## config.mk

```make
export PLATFORM = sky130hd
export DESIGN_NAME = uart_tx
export DESIGN_NICKNAME = d
export VERILOG_FILES = /design/src/rtl/uart_tx.sv
export SDC_FILE = /design/constraint.sdc
export NUM_CORES = 1
export LEC_CHECK = 0
export BUFFER_PORTS_ARGS = -buffer_cell sky130_fd_sc_hd__buf_2
export CAP_MARGIN = 10
export CORE_MARGIN = 8
export CORE_UTILIZATION = 50
export DETAILED_ROUTE_END_ITERATION = 7
export PLACE_DENSITY = 0.84
export SLEW_MARGIN = 20
export SYNTH_ARGS = -nofsm -noshare
export SYNTH_HDL_FRONTEND = slang
export SYNTH_SLANG_ARGS = --single-unit
```

## constraint.sdc

```tcl
create_clock -name clk -period 5.4 [get_ports clk]
set_input_delay 1.62 -clock clk [delete_from_list [all_inputs] [get_ports clk]]
set_output_delay 1.62 -clock clk [all_outputs]
set_load 0.02 [all_outputs]
```

## src/rtl/uart_tx.sv

```systemverilog
// uart_tx: memory-mapped 8N1 transmitter for the PicoRV32 native bus.
// The CPU pushes bytes into a small FIFO. A single-clock serializer drains
// the FIFO onto serial_out. A status word reports busy and full.
//
// state | meaning
// ------+--------------------------------------------------------------
// IDLE  | line high, waiting for the FIFO to become non-empty
// START | start bit (low) being held for one bit period
// DATA  | data bits, LSB first, bit_idx selects the bit on the line
// STOP  | stop bit (high), then chain straight into the next frame
module uart_tx #(
    parameter int BAUD_DIVIDER = 433,
    parameter int FIFO_AW      = 2
) (
    input  logic        clk,
    input  logic        resetn,
    input  logic        enable,
    input  logic        mem_valid,
    output logic        mem_ready,
    input  logic        mem_instr,
    input  logic [3:0]  mem_wstrb,
    input  logic [31:0] mem_wdata,
    input  logic [31:0] mem_addr,
    output logic [31:0] mem_rdata,
    output logic        serial_out
);

    localparam int               DEPTH     = 1 << FIFO_AW;
    localparam logic [FIFO_AW:0] DEPTH_CNT = (FIFO_AW + 1)'(DEPTH);
    localparam logic [15:0]      BAUD_TC   = 16'(BAUD_DIVIDER);

    typedef enum logic [1:0] {
        IDLE  = 2'd0,
        START = 2'd1,
        DATA  = 2'd2,
        STOP  = 2'd3
    } state_t;

    // Address decode is external and only the low data byte is transmitted.
    logic unused_inputs;
    assign unused_inputs = ^{mem_instr, mem_addr, mem_wdata[31:8]};

    // ------------------------------------------------------------------
    // Bus handshake
    // ------------------------------------------------------------------
    logic is_write;
    logic req;
    logic accept;
    logic push;
    logic full;
    logic empty;
    logic busy;

    assign is_write = |mem_wstrb;
    // mem_ready gates a fresh request so the acknowledge is a single-cycle pulse.
    assign req      = mem_valid & enable & ~mem_ready;
    // A write to a full FIFO simply waits; nothing is ever dropped.
    assign accept   = req & (~is_write | ~full);
    assign push     = accept & is_write;

    // Registered acknowledge, one cycle after the request is taken.
    always_ff @(posedge clk or negedge resetn) begin
        if (!resetn) begin
            mem_ready <= 1'b0;
        end else begin
            mem_ready <= accept;
        end
    end

    // ------------------------------------------------------------------
    // FIFO: circular buffer with wrapping pointers and an occupancy count
    // ------------------------------------------------------------------
    logic [7:0]         fifo_mem [DEPTH];
    logic [FIFO_AW-1:0] wr_ptr;
    logic [FIFO_AW-1:0] rd_ptr;
    logic [FIFO_AW:0]   count;
    logic               pop;
    logic [7:0]         fifo_head;

    assign full      = (count == DEPTH_CNT);
    assign empty     = (count == '0);
    assign fifo_head = fifo_mem[rd_ptr];

    // Storage array; contents are only meaningful while counted as occupied.
    always_ff @(posedge clk) begin
        if (push) begin
            fifo_mem[wr_ptr] <= mem_wdata[7:0];
        end
    end

    // Pointer and occupancy update; simultaneous push and pop leave count unchanged.
    always_ff @(posedge clk or negedge resetn) begin
        if (!resetn) begin
            wr_ptr <= '0;
            rd_ptr <= '0;
            count  <= '0;
        end else begin
            if (push) begin
                wr_ptr <= wr_ptr + 1'b1;
            end
            if (pop) begin
                rd_ptr <= rd_ptr + 1'b1;
            end
            case ({push, pop})
                2'b10:   count <= count + 1'b1;
                2'b01:   count <= count - 1'b1;
                default: count <= count;
            endcase
        end
    end

    // ------------------------------------------------------------------
    // Serializer
    // ------------------------------------------------------------------
    state_t      state;
    state_t      state_next;
    logic [15:0] timer;
    logic [15:0] timer_next;
    logic [2:0]  bit_idx;
    logic [2:0]  bit_idx_next;
    logic [7:0]  shift;
    logic [7:0]  shift_next;
    logic        tx_next;
    logic        tick;

    assign tick = (timer == BAUD_TC);

    // State and datapath registers; reset abandons any frame in flight.
    always_ff @(posedge clk or negedge resetn) begin
        if (!resetn) begin
            state      <= IDLE;
            timer      <= '0;
            bit_idx    <= '0;
            shift      <= '0;
            serial_out <= 1'b1;
        end else begin
            state      <= state_next;
            timer      <= timer_next;
            bit_idx    <= bit_idx_next;
            shift      <= shift_next;
            serial_out <= tx_next;
        end
    end

    // Next-state decode: bit-period ticks advance the frame.
    always_comb begin
        state_next = state;
        case (state)
            IDLE: begin
                if (!empty) begin
                    state_next = START;
                end
            end
            START: begin
                if (tick) begin
                    state_next = DATA;
                end
            end
            DATA: begin
                if (tick && (bit_idx == 3'd7)) begin
                    state_next = STOP;
                end
            end
            STOP: begin
                if (tick) begin
                    state_next = empty ? IDLE : START;
                end
            end
            default: state_next = IDLE;
        endcase
    end

    // Output decode: pop, bit timer, shift register and next line level.
    always_comb begin
        pop          = 1'b0;
        timer_next   = timer;
        bit_idx_next = bit_idx;
        shift_next   = shift;
        tx_next      = serial_out;
        case (state)
            IDLE: begin
                tx_next    = 1'b1;
                timer_next = '0;
                if (!empty) begin
                    pop        = 1'b1;
                    shift_next = fifo_head;
                    tx_next    = 1'b0;
                end
            end
            START: begin
                if (tick) begin
                    timer_next   = '0;
                    bit_idx_next = '0;
                    tx_next      = shift[0];
                end else begin
                    timer_next = timer + 16'd1;
                end
            end
            DATA: begin
                if (tick) begin
                    timer_next = '0;
                    if (bit_idx == 3'd7) begin
                        tx_next = 1'b1;
                    end else begin
                        shift_next   = {1'b0, shift[7:1]};
                        bit_idx_next = bit_idx + 3'd1;
                        tx_next      = shift[1];
                    end
                end else begin
                    timer_next = timer + 16'd1;
                end
            end
            STOP: begin
                if (tick) begin
                    timer_next = '0;
                    if (!empty) begin
                        // Chain the next frame with no idle gap.
                        pop        = 1'b1;
                        shift_next = fifo_head;
                        tx_next    = 1'b0;
                    end else begin
                        tx_next = 1'b1;
                    end
                end else begin
                    timer_next = timer + 16'd1;
                end
            end
            default: begin
                tx_next    = 1'b1;
                timer_next = '0;
            end
        endcase
    end

    // ------------------------------------------------------------------
    // Status word
    // ------------------------------------------------------------------
    assign busy      = ~empty | (state != IDLE);
    assign mem_rdata = enable ? {22'b0, busy, full, 8'b0} : 32'b0;

endmodule

```

==> impl_metrics.csv <==
group,metric,value,unit
min_path,hold_path_depth,1,
setup_path,worstRegToRegCells,10,
clock_tree,clock_latency,0.36,ns
yosys,yosys-top-cells-count,"dfrtp_1 (37), edfxtp_1 (32), buf_4 (31)",
routing,wire_per_inst,15.37,um
setup_path,worstSetupStartpoint,"enable",
yosys,synth_cells,295,
sta,setup_viol_count_final,0,
pwr,pwr-share-comb,0.373,
pwr,p_int,1.164,mW
sta,slew-limit-headroom,0.4279,
yosys,synth_flop_cell,"dfrtp_1",
floorplan,initial_utilization,0.5111,
clock_tree,cts_resized,0,
sta,slew_violations,0,
pwr,vdd.ir_drop.worst,0.2147,mV
routing,drt-initial-drc-count,154,
yosys,synthArstFlopShare,0.5429,
global_routing,grt_pass1_vias,2157,
yosys,synth_most_common_cell,"dfrtp_1",
yosys,synth_area_per_cell,12.43,sq um
clock_tree,cts_buffers,9,
sta,rsz0062_at_grt,"no",
placed_design,place_hpwl,4503,um
floorplan,design.portCount,107,
global_routing,grt_overflow,0,
setup_path,cp-endpoint,"mem_rdata[9]",
routing,num_vias,2162,
pwr,seqPwrFrac,0.408,
cells_and_area,stdcell_area,3896,sq um
global_routing,busiest_layer,"met2",
clock_tree,cts_setup_buffers,0,
sta,finClkSkew,0.009846,ns
routing,firstDrtPassIters,4,
clock_tree,clk_path_buf_depth,2,
floorplan,core,7176,sq um
routing,viasPerCell,5.160,
yosys,synth_top_area_cell,"edfxtp_1",
floorplan,die_y,101.6,um
pwr,clkPwrFrac,0.218,
setup_path,regToRegEndpoint,"count[2]",
floorplan,rows,31,
sta,period_needed,3.709,ns
clock_tree,clk_pin_slew,0.08,ns
global_routing,grt_max_degree,39,
cells_and_area,antenna_cells,0,
sta,fmax,269.6,MHz
min_path,min_path_type,"register to register",
clock_tree,tritoncts,"built",
routing,drt_drc_violations_left,0,
sta,tns,0,ns
setup_path,r2r_start,"timer[10]",
global_routing,use_met2,0.2072,
routing,ant_nets,0,
clock_tree,cts_root_buffer,"clkbuf_8",
sta,tightest_slew,0.8581,ns
pwr,switchingPower,0.6727,mW
global_routing,gr-usage-met1,0.1592,
routing,wl,6441,um
clock_tree,htreeDepth,3,
setup_path,cp.arrival,2.09,ns
global_routing,grt_pass1_wl,10270,um
setup_path,cp_max_fo,3,
setup_path,crit_type,"input pin to output pin",
pwr,leakage,1.621,nW
cells_and_area,area_growth,6.244,%
min_path,hold_start,"shift[0]",
job,drv_cap,0,
placed_design,place_area,3711,sq um
yosys,ys_seq_elements,70,
pwr,power-per-cell-area,471.3,nW/um^2
yosys,synth.area.top_cells,"edfxtp_1 (26%), dfrtp_1 (25%), buf_4 (6.3%)",
yosys,synth_area,3667,sq um
cells_and_area,layout-drive-gt1-share,0.1938,
clock_tree,clock-sinks,70,
setup_path,endpoint_kind,"output pin",
placed_design,gp_congestion,0.7420,
floorplan,dieArea,10330,sq um
floorplan,die_x,101.6,um
sta,period_share,0.6868,
yosys,synth_edf_count,32,
sta,hold_viol_final,0,
yosys,yosysUniqueCellTypes,53,
yosys,yosys_warnings,0,
setup_path,cp.required,3.78,ns
pwr,swShare,0.3663,
yosys,yosysSeqAreaShare,0.5217,
setup_path,r2r_setup_slack,2.68,ns
clock_tree,ctsHoldBuffers,0,
yosys,synth_top_cell_area_share,0.2620,
setup_path,start_kind,"input pin",
outcome,status,"finished, final reports clean",
global_routing,grt.total_usage,0.1307,
placed_design,port_buffers,19,
cells_and_area,nNetsFinal,403,
global_routing,grt_util_met3,0.03643,
global_routing,antenna_found_initial,0,
==> cells by family (layout without fill, tap and decap cells) <==
kind of cell | after synthesis | after routing | share of synthesized area
and+or+nand+nor | 81 | 81 | 0.1139
AOI/OAI and AO/OA | 24 | 24 | 0.05050
adders and majority gates | 15 | 15 | 0.05322
DFF | 70 | 70 | 0.5217
buffers and inverters | 57 | 53 | 0.09586
xor gates and xnor gates | 18 | 18 | 0.04299
other | 1 | 30 | 0.001023
muxes | 29 | 29 | 0.1208
==> stage by stage <==
step | util | worst slack (ns) | std cells | hold slack [ns] | power (mW)
floorplan | - | 1.651 | 324 | 0.4750 | 1.318
global placement | 0.5172 | 1.707 | 403 | 0.4837 | 1.399
detailed placement | 0.5172 | 1.660 | 403 | 0.4890 | 1.445
CTS | 0.5430 | 1.688 | 419 | 0.5119 | 1.845
global route | 0.5430 | 1.588 | 419 | 0.5319 | 1.957
finish | 0.5430 | 1.691 | 419 | 0.5194 | 1.836
==> cell usage in the layout, fill, tap and decap left out, drive strengths merged, types with 2 or more instances in the layout <==
master / n
dfrtp: 37
edfxtp: 32
conb: 30
nor2: 29
inv: 23
buf: 19
mux2: 18
xnor2: 15
ha: 14
nor3: 9
clkbuf: 9
nand2: 8
mux4: 8
nor4: 5
nand4: 5
nand3: 5
and2: 4
a21oi: 4
o21ai: 4
xor2: 3
mux2i: 3
a22o: 3
or2: 2
and4: 2
nand2b: 2
nand3b: 2
or4: 2
a21boi: 2
a31oi: 2
nor2b: 2
o311ai: 2
clkinvlp: 2
nor4b: 2
==> power groups by stage <==
stage          clock [mW]  sequential (mW)  combinational, mW
4_1_cts             0.409            0.749              0.688
3_3_place_gp            0            0.751              0.648
5_1_grt             0.433            0.763              0.760
2_1_floorplan           0            0.734              0.584
6_report            0.401            0.750              0.686
3_5_place_dp            0            0.759              0.686
==> worst min-delay path by stage <==
stage and to:
4_1_cts shift[7], 5_1_grt shift[0], 6_report shift[0], 2_1_floorplan shift[2], 3_5_place_dp shift[6], 3_3_place_gp shift[4]
==> flip-flops by register name (all words and copies together), names as in the netlist <==
signal,cells
fifo_mem,32
state,2
serial_out,1
bit_idx,3
mem_ready,1
timer,16
rd_ptr,2
count,3
shift,8
wr_ptr,2
==> cell type report <==
cell class	count	area (sq um)
inverters	18	67.56
flip-flops and latches	70	1913
clock buffers	9	123.9
well taps	99	123.9
fillers	596	3279
repair buffers	19	95.09
clock inverters	7	61.31
multi-input cells	197	1511
==> per-layer routing <==
metal  routed length (um)  vias up
met5                    0        -
met4                  112        0
met3                  456       11
met2                 3017       54
met1                 2854     1067
li1                     -     1030
==> critical path, stage by stage <==
cell,delay [ns]
buf_2,0.09
a21boi_0,0.18
buf_2,0.20
(Power assumes the default switching activity.)
